File: config.mk
export PLATFORM = sky130hd
export DESIGN_NAME = alu_mc
export DESIGN_NICKNAME = d
export VERILOG_FILES = /design/src/rtl/alu_mc_pkg.sv /design/src/rtl/alu_mc_seq.sv /design/src/rtl/alu_mc.sv
export SDC_FILE = /design/constraint.sdc
export NUM_CORES = 1
export LEC_CHECK = 0
export BUFFER_PORTS_ARGS = -buffer_cell sky130_fd_sc_hd__buf_2
export CAP_MARGIN = 20
export CORE_UTILIZATION = 36
export CTS_BUF_LIST = sky130_fd_sc_hd__clkbuf_4 sky130_fd_sc_hd__clkbuf_8
export DETAILED_ROUTE_END_ITERATION = 8
export GPL_ROUTABILITY_DRIVEN = 1
export RECOVER_POWER = 25
export SYNTH_ARGS = -nofsm -noshare
export SYNTH_HDL_FRONTEND = slang
export SYNTH_SLANG_ARGS = --single-unit
File: constraint.sdc
create_clock -name clk -period 18.4 [get_ports clk]
set_input_delay 3.68 -clock clk [delete_from_list [all_inputs] [get_ports clk]]
set_output_delay 3.68 -clock clk [all_outputs]
set_load 0.03 [all_outputs]
File: src/rtl/alu_mc_pkg.sv
// ---------------------------------------------------------------------------
// alu_mc_pkg : shared ALU op encodings and helpers for alu_mc. Rev 1.0
// ---------------------------------------------------------------------------
`default_nettype none

package alu_mc_pkg;

   localparam int ALU_OP_W = 5;

   // Legacy 4-bit single-cycle codes, zero-extended to 5 bits.
   localparam logic [ALU_OP_W-1:0] ALU_AND   = 5'd0;
   localparam logic [ALU_OP_W-1:0] ALU_OR    = 5'd1;
   localparam logic [ALU_OP_W-1:0] ALU_ADD   = 5'd2;
   localparam logic [ALU_OP_W-1:0] ALU_SLTU  = 5'd3;
   localparam logic [ALU_OP_W-1:0] ALU_SLL   = 5'd4;
   localparam logic [ALU_OP_W-1:0] ALU_SRL   = 5'd5;
   localparam logic [ALU_OP_W-1:0] ALU_SUB   = 5'd6;
   localparam logic [ALU_OP_W-1:0] ALU_SLT   = 5'd7;
   localparam logic [ALU_OP_W-1:0] ALU_NOR   = 5'd12;

   localparam logic [ALU_OP_W-1:0] ALU_XOR   = 5'd16;
   localparam logic [ALU_OP_W-1:0] ALU_SRA   = 5'd17;
   localparam logic [ALU_OP_W-1:0] ALU_MULT  = 5'd18;
   localparam logic [ALU_OP_W-1:0] ALU_MULTU = 5'd19;
   localparam logic [ALU_OP_W-1:0] ALU_DIV   = 5'd20;
   localparam logic [ALU_OP_W-1:0] ALU_DIVU  = 5'd21;

   // Counter must hold the value WIDTH itself, hence one extra bit.
   function automatic int cnt_bits(input int w);
      return $clog2(w) + 1;
   endfunction

endpackage

`default_nettype wire

File: src/rtl/alu_mc_seq.sv
// ---------------------------------------------------------------------------
// alu_mc_seq : iterative shift-add multiply / restoring divide core on
// unsigned magnitudes. Divide path present only with ALU_MC_DIV_EN. Rev 1.0
// ---------------------------------------------------------------------------
`default_nettype none

module alu_mc_seq
   import alu_mc_pkg::*;
#(
   parameter int WIDTH = 32
) (
   input  logic             clk,
   input  logic             rst,
   input  logic             load_i,
`ifdef ALU_MC_DIV_EN
   input  logic             div_i,
`endif
   input  logic             step_i,
   input  logic [WIDTH-1:0] a_i,
   input  logic [WIDTH-1:0] b_i,
   output logic [WIDTH-1:0] hi_o,
   output logic [WIDTH-1:0] lo_o,
   output logic             last_o
);

   localparam int CW = cnt_bits(WIDTH);

   logic [WIDTH-1:0] hi_q, hi_d;
   logic [WIDTH-1:0] lo_q, lo_d;
   logic [WIDTH-1:0] m_q, m_d;
   logic [CW-1:0]    cnt_q, cnt_d;
`ifdef ALU_MC_DIV_EN
   logic             div_q, div_d;
`endif

   logic [WIDTH:0]   add_a, add_b, sum;
   logic             cin;

   // Single adder shared by both algorithms: add for mult, subtract for div.
   always_comb begin
      add_a = {1'b0, hi_q};
      add_b = lo_q[0] ? {1'b0, m_q} : '0;
      cin   = 1'b0;
`ifdef ALU_MC_DIV_EN
      if (div_q) begin
         add_a = {hi_q, lo_q[WIDTH-1]};
         add_b = ~{1'b0, m_q};
         cin   = 1'b1;
      end
`endif
   end

   assign sum = add_a + add_b + (WIDTH+1)'(cin);

   always_comb begin
      hi_d  = hi_q;
      lo_d  = lo_q;
      m_d   = m_q;
      cnt_d = cnt_q;
`ifdef ALU_MC_DIV_EN
      div_d = div_q;
`endif
      if (load_i) begin
         hi_d  = '0;
         cnt_d = CW'(WIDTH);
`ifdef ALU_MC_DIV_EN
         div_d = div_i;
         lo_d  = div_i ? a_i : b_i;
         m_d   = div_i ? b_i : a_i;
`else
         lo_d  = b_i;
         m_d   = a_i;
`endif
      end else if (step_i) begin
         cnt_d = cnt_q - CW'(1);
`ifdef ALU_MC_DIV_EN
         if (div_q) begin
            // Borrow out (sum MSB) means the trial subtraction went negative: restore.
            if (sum[WIDTH]) begin
               hi_d = add_a[WIDTH-1:0];
               lo_d = {lo_q[WIDTH-2:0], 1'b0};
            end else begin
               hi_d = sum[WIDTH-1:0];
               lo_d = {lo_q[WIDTH-2:0], 1'b1};
            end
         end else
`endif
         begin
            hi_d = sum[WIDTH:1];
            lo_d = {sum[0], lo_q[WIDTH-1:1]};
         end
      end
   end

   always_ff @(posedge clk or posedge rst) begin
      if (rst) begin
         hi_q  <= '0;
         lo_q  <= '0;
         m_q   <= '0;
         cnt_q <= '0;
`ifdef ALU_MC_DIV_EN
         div_q <= 1'b0;
`endif
      end else begin
         hi_q  <= hi_d;
         lo_q  <= lo_d;
         m_q   <= m_d;
         cnt_q <= cnt_d;
`ifdef ALU_MC_DIV_EN
         div_q <= div_d;
`endif
      end
   end

   assign hi_o   = hi_q;
   assign lo_o   = lo_q;
   assign last_o = (cnt_q == CW'(1));

endmodule

`default_nettype wire

File: src/rtl/alu_mc.sv
// ---------------------------------------------------------------------------
// alu_mc : multi-cycle ALU with start/busy/done handshake and HI/LO pair.
// Optional divider enabled by macro ALU_MC_DIV_EN. Rev 1.0
// ---------------------------------------------------------------------------
`default_nettype none

module alu_mc
   import alu_mc_pkg::*;
#(
   parameter int WIDTH = 32,
   parameter int SHW   = $clog2(WIDTH)
) (
   input  logic                clk,
   input  logic                rst,
   input  logic                start,
   input  logic [ALU_OP_W-1:0] ALUOp,
   input  logic [WIDTH-1:0]    A,
   input  logic [WIDTH-1:0]    B,
   output logic                busy,
   output logic                done,
   output logic [WIDTH-1:0]    C,
   output logic [WIDTH-1:0]    HI,
   output logic [WIDTH-1:0]    LO,
   output logic                Zero,
   output logic                DivZero
);

   typedef enum logic [2:0] {
      S_IDLE = 3'd0,
      S_MUL  = 3'd1,
      S_DIV  = 3'd2,
      S_FIX  = 3'd3,
      S_DONE = 3'd4
   } state_e;

   state_e           state_q, state_d;
   logic [WIDTH-1:0] c_q, c_d;
   logic [WIDTH-1:0] hi_q, hi_d;
   logic [WIDTH-1:0] lo_q, lo_d;
   logic             zero_q, zero_d;
   logic             dz_q, dz_d;
   logic             neg_q, neg_d;
`ifdef ALU_MC_DIV_EN
   logic             rneg_q, rneg_d;
   logic             isdiv_q, isdiv_d;
`endif

   logic [WIDTH-1:0]   alu_res;
   logic [SHW-1:0]     shamt;
   logic               op_signed;
   logic [WIDTH-1:0]   a_mag, b_mag;
   logic               seq_load, seq_step;
   logic [WIDTH-1:0]   seq_hi, seq_lo;
   logic               seq_last;
   logic [2*WIDTH-1:0] prod_raw, prod_fix;
`ifdef ALU_MC_DIV_EN
   logic               seq_div;
`endif

   assign shamt = A[SHW-1:0];

   always_comb begin
      alu_res = A;
      case (ALUOp)
         ALU_AND:  alu_res = A & B;
         ALU_OR:   alu_res = A | B;
         ALU_ADD:  alu_res = A + B;
         ALU_SUB:  alu_res = A - B;
         ALU_NOR:  alu_res = ~(A | B);
         ALU_XOR:  alu_res = A ^ B;
         ALU_SLT:  alu_res = {{(WIDTH-1){1'b0}}, ($signed(A) < $signed(B))};
         ALU_SLTU: alu_res = {{(WIDTH-1){1'b0}}, (A < B)};
         ALU_SLL:  alu_res = B << shamt;
         ALU_SRL:  alu_res = B >> shamt;
         ALU_SRA:  alu_res = $signed(B) >>> shamt;
         default:  alu_res = A;
      endcase
   end

   // The core works on magnitudes; signs are reapplied in FIX.
   assign op_signed = (ALUOp == ALU_MULT) || (ALUOp == ALU_DIV);
   assign a_mag     = (op_signed && A[WIDTH-1]) ? -A : A;
   assign b_mag     = (op_signed && B[WIDTH-1]) ? -B : B;

   assign prod_raw = {seq_hi, seq_lo};
   assign prod_fix = neg_q ? -prod_raw : prod_raw;

   alu_mc_seq #(
      .WIDTH (WIDTH)
   ) u_seq (
      .clk    (clk),
      .rst    (rst),
      .load_i (seq_load),
`ifdef ALU_MC_DIV_EN
      .div_i  (seq_div),
`endif
      .step_i (seq_step),
      .a_i    (a_mag),
      .b_i    (b_mag),
      .hi_o   (seq_hi),
      .lo_o   (seq_lo),
      .last_o (seq_last)
   );

   always_comb begin
      state_d  = state_q;
      c_d      = c_q;
      hi_d     = hi_q;
      lo_d     = lo_q;
      zero_d   = zero_q;
      dz_d     = dz_q;
      neg_d    = neg_q;
      seq_load = 1'b0;
      seq_step = 1'b0;
`ifdef ALU_MC_DIV_EN
      rneg_d   = rneg_q;
      isdiv_d  = isdiv_q;
      seq_div  = 1'b0;
`endif
      case (state_q)
         S_IDLE: begin
            if (start) begin
               case (ALUOp)
                  ALU_MULT, ALU_MULTU: begin
                     seq_load = 1'b1;
                     neg_d    = op_signed & (A[WIDTH-1] ^ B[WIDTH-1]);
`ifdef ALU_MC_DIV_EN
                     isdiv_d  = 1'b0;
`endif
                     state_d  = S_MUL;
                  end
                  ALU_DIV, ALU_DIVU: begin
`ifdef ALU_MC_DIV_EN
                     if (B == '0) begin
                        hi_d    = A;
                        lo_d    = '1;
                        dz_d    = 1'b1;
                        state_d = S_DONE;
                     end else begin
                        seq_load = 1'b1;
                        seq_div  = 1'b1;
                        neg_d    = op_signed & (A[WIDTH-1] ^ B[WIDTH-1]);
                        rneg_d   = op_signed & A[WIDTH-1];
                        isdiv_d  = 1'b1;
                        state_d  = S_DIV;
                     end
`else
                     // Divide not built: report as unsupported.
                     hi_d    = '0;
                     lo_d    = '0;
                     dz_d    = 1'b1;
                     state_d = S_DONE;
`endif
                  end
                  default: begin
                     c_d     = alu_res;
                     zero_d  = (alu_res == '0);
                     state_d = S_DONE;
                  end
               endcase
            end
         end
         S_MUL: begin
            seq_step = 1'b1;
            if (seq_last) state_d = S_FIX;
         end
`ifdef ALU_MC_DIV_EN
         S_DIV: begin
            seq_step = 1'b1;
            if (seq_last) state_d = S_FIX;
         end
`endif
         S_FIX: begin
`ifdef ALU_MC_DIV_EN
            if (isdiv_q) begin
               lo_d = neg_q  ? -seq_lo : seq_lo;
               hi_d = rneg_q ? -seq_hi : seq_hi;
               dz_d = 1'b0;
            end else
`endif
            begin
               hi_d = prod_fix[2*WIDTH-1:WIDTH];
               lo_d = prod_fix[WIDTH-1:0];
            end
            state_d = S_DONE;
         end
         S_DONE: state_d = S_IDLE;
         default: state_d = S_IDLE;
      endcase
   end

   always_ff @(posedge clk or posedge rst) begin
      if (rst) begin
         state_q <= S_IDLE;
         c_q     <= '0;
         hi_q    <= '0;
         lo_q    <= '0;
         zero_q  <= 1'b1;
         dz_q    <= 1'b0;
         neg_q   <= 1'b0;
`ifdef ALU_MC_DIV_EN
         rneg_q  <= 1'b0;
         isdiv_q <= 1'b0;
`endif
      end else begin
         state_q <= state_d;
         c_q     <= c_d;
         hi_q    <= hi_d;
         lo_q    <= lo_d;
         zero_q  <= zero_d;
         dz_q    <= dz_d;
         neg_q   <= neg_d;
`ifdef ALU_MC_DIV_EN
         rneg_q  <= rneg_d;
         isdiv_q <= isdiv_d;
`endif
      end
   end

   assign busy    = (state_q == S_MUL) || (state_q == S_DIV) || (state_q == S_FIX);
   assign done    = (state_q == S_DONE);
   assign C       = c_q;
   assign HI      = hi_q;
   assign LO      = lo_q;
   assign Zero    = zero_q;
   assign DivZero = dz_q;

endmodule

`default_nettype wire

=== Word level (Yosys, flattened, before mapping) ===
Index checks and enable logic that the tools add are counted.

* Register bits: 204
* Word-level logic and storage cells: 93

* $add $sub $neg: 7
* $lt $le $gt $ge: 2
* Equal/unequal tests: 22
* Shifts and indexed selects: 3
* Multiplexer cells: 23
* Bitwise operators: 7
* Reduce and logical (&&, ||, !) cells: 18

{| class="wikitable"
|+ Operator list
! cell !! number
|-
| $pmux W32 S11 || 1
|-
| $mux W32 || 9
|-
| $pmux W32 S2 || 2
|-
| $lt A32 B32 Y1 || 2
|-
| $mux W64 || 1
|-
| $neg A32 Y32 || 2
|-
| $neg A64 Y64 || 1
|-
| $add A32 B33 Y33 || 1
|-
| $add A32 B32 Y32 || 1
|-
| $and A32 B32 Y32 || 1
|-
| $logic_not A32 Y1 || 1
|-
| $not A32 Y32 || 1
|-
| $or A32 B32 Y32 || 1
|-
| $shl A32 B5 Y32 || 1
|-
| $shr A32 B5 Y32 || 1
|-
| $sshr A32 B5 Y32 || 1
|-
| $sub A32 B32 Y32 || 1
|-
| $xor A32 B32 Y32 || 1
|-
| $eq A5 B5 Y1 const B || 6
|-
| $eq A5 B3 Y1 const B || 4
|-
| $mux W6 || 2
|-
| $reduce_and A3 Y1 || 4
|-
| $eq A5 B2 Y1 const B || 2
|-
| $mux W3 || 3
|-
| 22 further kinds || 32
|}

=== Longest topological paths before layout ===
* Word-level depth: 6
* Depth in mapped cells: 18
* Gate-level depth less buffers: 15

=== By module ===
A second synthesis with hierarchy kept.

* Cell total of the unflattened synthesis: 2948
* Area total of the unflattened synthesis: 23294.8 um^2

{| class="wikitable"
|+ By module, submodules not included
! module !! instances !! cells an instance !! area an instance (um^2) !! sequential area each (um^2)
|-
| alu_mc || 1 || 2318 || 17179.0 || 2553.7
|-
| alu_mc_seq || 1 || 630 || 6115.9 || 2552.4
|}

=== Worst setup path before layout ===
Ideal clock, no wire load.

* Path kind: input -> register
* Start point: in A[2]
* End point: reg zero_q, in the netlist Zero
* Setup time: 0.079 ns
* Arrival: 8.317 ns
* Required time: 18.321 ns
* Path slack: 10.004 ns
* Cell stages on the path: 16
* Buffers on the path: 5
* Cells stage by stage: clkbuf_1 > clkbuf_1 > clkinv_1 > clkbuf_1 > clkbuf_1 > ha_1 > clkbuf_1 > o41ai_1 > a211oi_1 > a31oi_1 > mux2_2 > o32a_1 > a21oi_1 > nand4_1 > or4b_1 > o21ai_0

* Cells in the longest elaborated chain, start to end: 4

{| class="wikitable"
|+ Ends and longest elaborated chain
! element !! RTL line !! source
|-
| start, declared || alu_mc.sv:17 || <nowiki>input logic [WIDTH-1:0] A,</nowiki>
|-
| parallel branches: the longest is 2 deep, another holds $sub A32 B32 Y32 || - ||
|-
| $pmux W32 S11 (*) || alu_mc.sv:64 || <nowiki>case (ALUOp)</nowiki>
|-
| $logic_not A32 Y1 (*) || alu_mc.sv:157 || <nowiki>zero_d = (alu_res == '0);</nowiki>
|-
| end signal, assigned || alu_mc.sv:210 || <nowiki>zero_q <= zero_d;</nowiki>
|-
| end, declared || alu_mc.sv:40 || <nowiki>logic zero_q, zero_d;</nowiki>
|}

Mark *: on every way between the ends.
A chain may end at the register's enable or synchronous reset.

=== Worst setup path in the final report ===
* Start point: in A[0]
* End point: reg zero_q, in the netlist Zero

Same word-level chain as after synthesis.

==> impl_metrics.ini <==
[run]
drv_cap = 4

[synth]
yosysWarnings = 0
synthArstFlopShare_pct = 100.0
syn_avg_cell_area_um2 = 7.808
synth-edff-count = 0
synth.distinct_cells = 92
ys_seq_area_share_pct = 22.34
syn_inst = 2927
synth_top_area_share_pct = 22.23
synth_commonest_cells = nand2_1, o21ai_0, nor2_1
synth_ff_type = dfrtp_1
post-synth-top-count-cell = nand2_1
synthesis.area_mm2 = 0.02285
yosys_register_bits = 204
syn-num-nets = 3152
ys_top_cells_by_area = dfrtp_1, ha_1, o21ai_0
yosysTopAreaCell = dfrtp_1

[clocking]
insertion_delay_ns = 0.60
cts-buffers-inserted = 39
cts_root_buffer = clkbuf_8
cts_hold_buf = 0
cts.clk_slew.worst_paths_ns = 0.06
post_cts_buffers = 0
tritoncts = built
post_cts_resized = 0
cts_num_sinks = 204
cts_htree_levels = 2
cts_buffer_depth = 3

[die]
num_io_pins = 172
std_cell_rows = 92
start_util_pct = 36.36
core_mm2 = 0.06285
chipHeight_um = 254.0
die-area_mm2 = 0.06450
die_w_um = 254.0

[detailed_routing]
dr.first_iter.drc_count = 3372
wl_per_cell_um = 27.21
ant_nets = 0
dr.pass1.iters = 7
wirelength_um = 104400
drc = 0
vias = 24210
via_per_inst = 6.310

[layout]
n_fill_cell = 6631
drive_gt1_share_pct = 15.06
syn2layout_area_growth_pct = 10.28
final-seq-area_mm2 = 0.005107
multi_input_area_mm2 = 0.01650
finalNetCount = 3186
final_util_pct = 40.10

[sta]
fmax_ghz = 0.1147
min_period_ns = 8.722
slew_viol_final = 190
tightest_slew_ns = 3.864
setup_viol = 0
worst_slack_ns = 9.678
hold_viol = 0
worst_slew_margin_rel_pct = -159.0
timing.final.crit_share_pct = 47.40
rsz0062_at_grt = false
clock_skew_ns = 0.02742
fin_tns_setup_ns = 0

[setup_path]
cpMostUsedCell = buf_4
crit_path_start_kind = input pin
path_delay_family = compound AO/OA/AOI/OAI gates
worstSetupPathType = in2reg
regToRegStartpoint = u_seq.lo_o[0]$_DFFE_PP0P_
r2r-end = u_seq.hi_o[29]$_DFFE_PP0P_
ff2ff_path_depth = 15
path_buf_inv = 3
worst-path-stages = 16
path_max_fanout = 37
crit_chain = buf_4 -> inv_2 -> buf_4 -> ha_1 -> fa_1 -> nor2_1 -> o311ai_0 -> o211a_1 -> o21bai_1 -> a211oi_1 -> o41ai_1 -> and3_1 -> o31ai_1 -> nand4b_1 -> or4b_1 -> o21ai_0
r2r_setup_slack_ns = 13.48
slowest_stage = o41ai_1
arrival_ns = 9.23
critical-path-max-stage-delay_ns = 0.93
endpoint_kind = register
required_ns = 18.90

[power]
leakagePower_nw = 10.66
power.density_mw_per_mm2 = 89.34
fin_total_pwr_mw = 2.252
ir_drop_v = 0.00006190

[min_path]
worstHoldStart = u_seq.cnt_q[5]$_DFFE_PP0P_
hold_path.class = reg2reg
min_path_cells = 1
hold_path_end = state_q[1]$_DFFE_PP0P_

[grt]
antenna_found_initial = 5
grt_pass1_wl_um = 152400
grtUsageTotal_pct = 31.66
overflow = 0
grt_max_degree = 110
grt_pass1_vias = 22510

[place]
dp_hpwl_um = 78950
gp_congestion = 1.053
pre_cts_ws_ns = 9.162
io_buffers = 171

[status]
violations = max-capacitance violations, max-slew violations
run_status = finished, violations left
worst max-delay path by stage:
stage	start	endpoint	slack (ns)
floorplan	rst	C[0]$_DFFE_PP0P_	9.15
detailed placement	A[0]	Zero$_DFFE_PP1P_	9.16
finish	A[0]	Zero$_DFFE_PP1P_	9.68
global route	rst	u_seq.lo_o[5]$_DFFE_PP0P_	9.19
global placement	A[0]	Zero$_DFFE_PP1P_	9.29
CTS	A[0]	Zero$_DFFE_PP1P_	9.80
through the flow:
stage	cell area, um2	hold slack (ns)	instances
3_5_place_dp	24350	0.4445	3765
5_1_grt	25200	0.4639	3836
6_report	25200	0.4573	3836
2_1_floorplan	22850	0.4287	2927
4_1_cts	25190	0.4528	3833
3_3_place_gp	24350	0.4434	3765
state kept, by name, summed over array words and instances, names as in the netlist:
| name | count |
|---|---|
| u_seq.hi_o | 32 |
| neg_q | 1 |
| Zero | 1 |
| u_seq.m_q | 32 |
| C | 32 |
| u_seq.cnt_q | 6 |
| DivZero | 1 |
| LO | 32 |
| state_q | 3 |
| HI | 32 |
| u_seq.lo_o | 32 |
worst register-to-register path: cells and delay by family (launching register included):
| family | cells | cell delay (ns) |
|---|---|---|
| buffers and inverters | 1 | 0.06 |
| AO/OA/AOI/OAI | 9 | 2.77 |
| AND/OR/NAND/NOR | 3 | 0.57 |
| adder cells (fa/ha/maj) | 2 | 0.57 |
| flip-flops | 1 | 0.83 |
power breakdown:
group	internal, mW	switching (mW)	total (mW)
combinational	0.366	0.659	1.03
sequential	0.591	0.164	0.755
clock	0.268	0.204	0.472
layer usage:
layer	wire length (um)	GRT usage (%)	share of wire, %	up-vias
li1	-	-	-	10840
met4	7469	19.21	7.2	6
met5	34	0	0.033	-
met1	42290	41.50	41	11480
met3	10310	6.914	9.9	344
met2	44280	47.33	42	1534
cell type report:
class | instances | share of cell area, %
Antenna cell | 2 | 0.01986
Clock buffer | 59 | 3.048
Clock inverter | 9 | 0.2581
Inverter | 113 | 1.688
Multi-Input combinational cell | 2379 | 65.47
Sequential cell | 204 | 20.26
Tap cell | 846 | 4.200
Timing Repair Buffer | 224 | 5.049
kinds of logic (layout without fill, tap and decap cells):
group,Yosys count,in the layout,synth area share (%)
compound gates,940,940,26.94
xor+xnor,164,164,6.285
fa+ha+maj,153,153,8.475
buf+inv,344,405,5.716
flops,204,204,22.34
mux,164,164,10.26
other cells,0,2,0
simple gates,958,958,19.99
cell usage in the layout (no fill, tap or decap), drive strengths merged, types with 27 or more instances in the layout:
| master | Yosys | routed |
|---|---|---|
| o211ai | 27 | 27 |
| buf | 37 | 221 |
| nand2 | 328 | 328 |
| mux2i | 70 | 70 |
| nand4 | 28 | 28 |
| and2 | 50 | 50 |
| inv | 111 | 111 |
| clkbuf | 194 | 62 |
| nor3 | 69 | 69 |
| ha | 150 | 150 |
| nor2 | 227 | 227 |
| mux2 | 42 | 42 |
| a31oi | 27 | 27 |
| xor2 | 75 | 75 |
| a21oi | 173 | 173 |
| o22ai | 37 | 37 |
| xnor2 | 89 | 89 |
| a211oi | 30 | 30 |
| nand3 | 67 | 67 |
| o21ai | 294 | 294 |
| a22oi | 46 | 46 |
| o31ai | 40 | 40 |
| dfrtp | 203 | 203 |
| mux4 | 52 | 52 |
No activity file was read; power rests on OpenSTA's default activity.
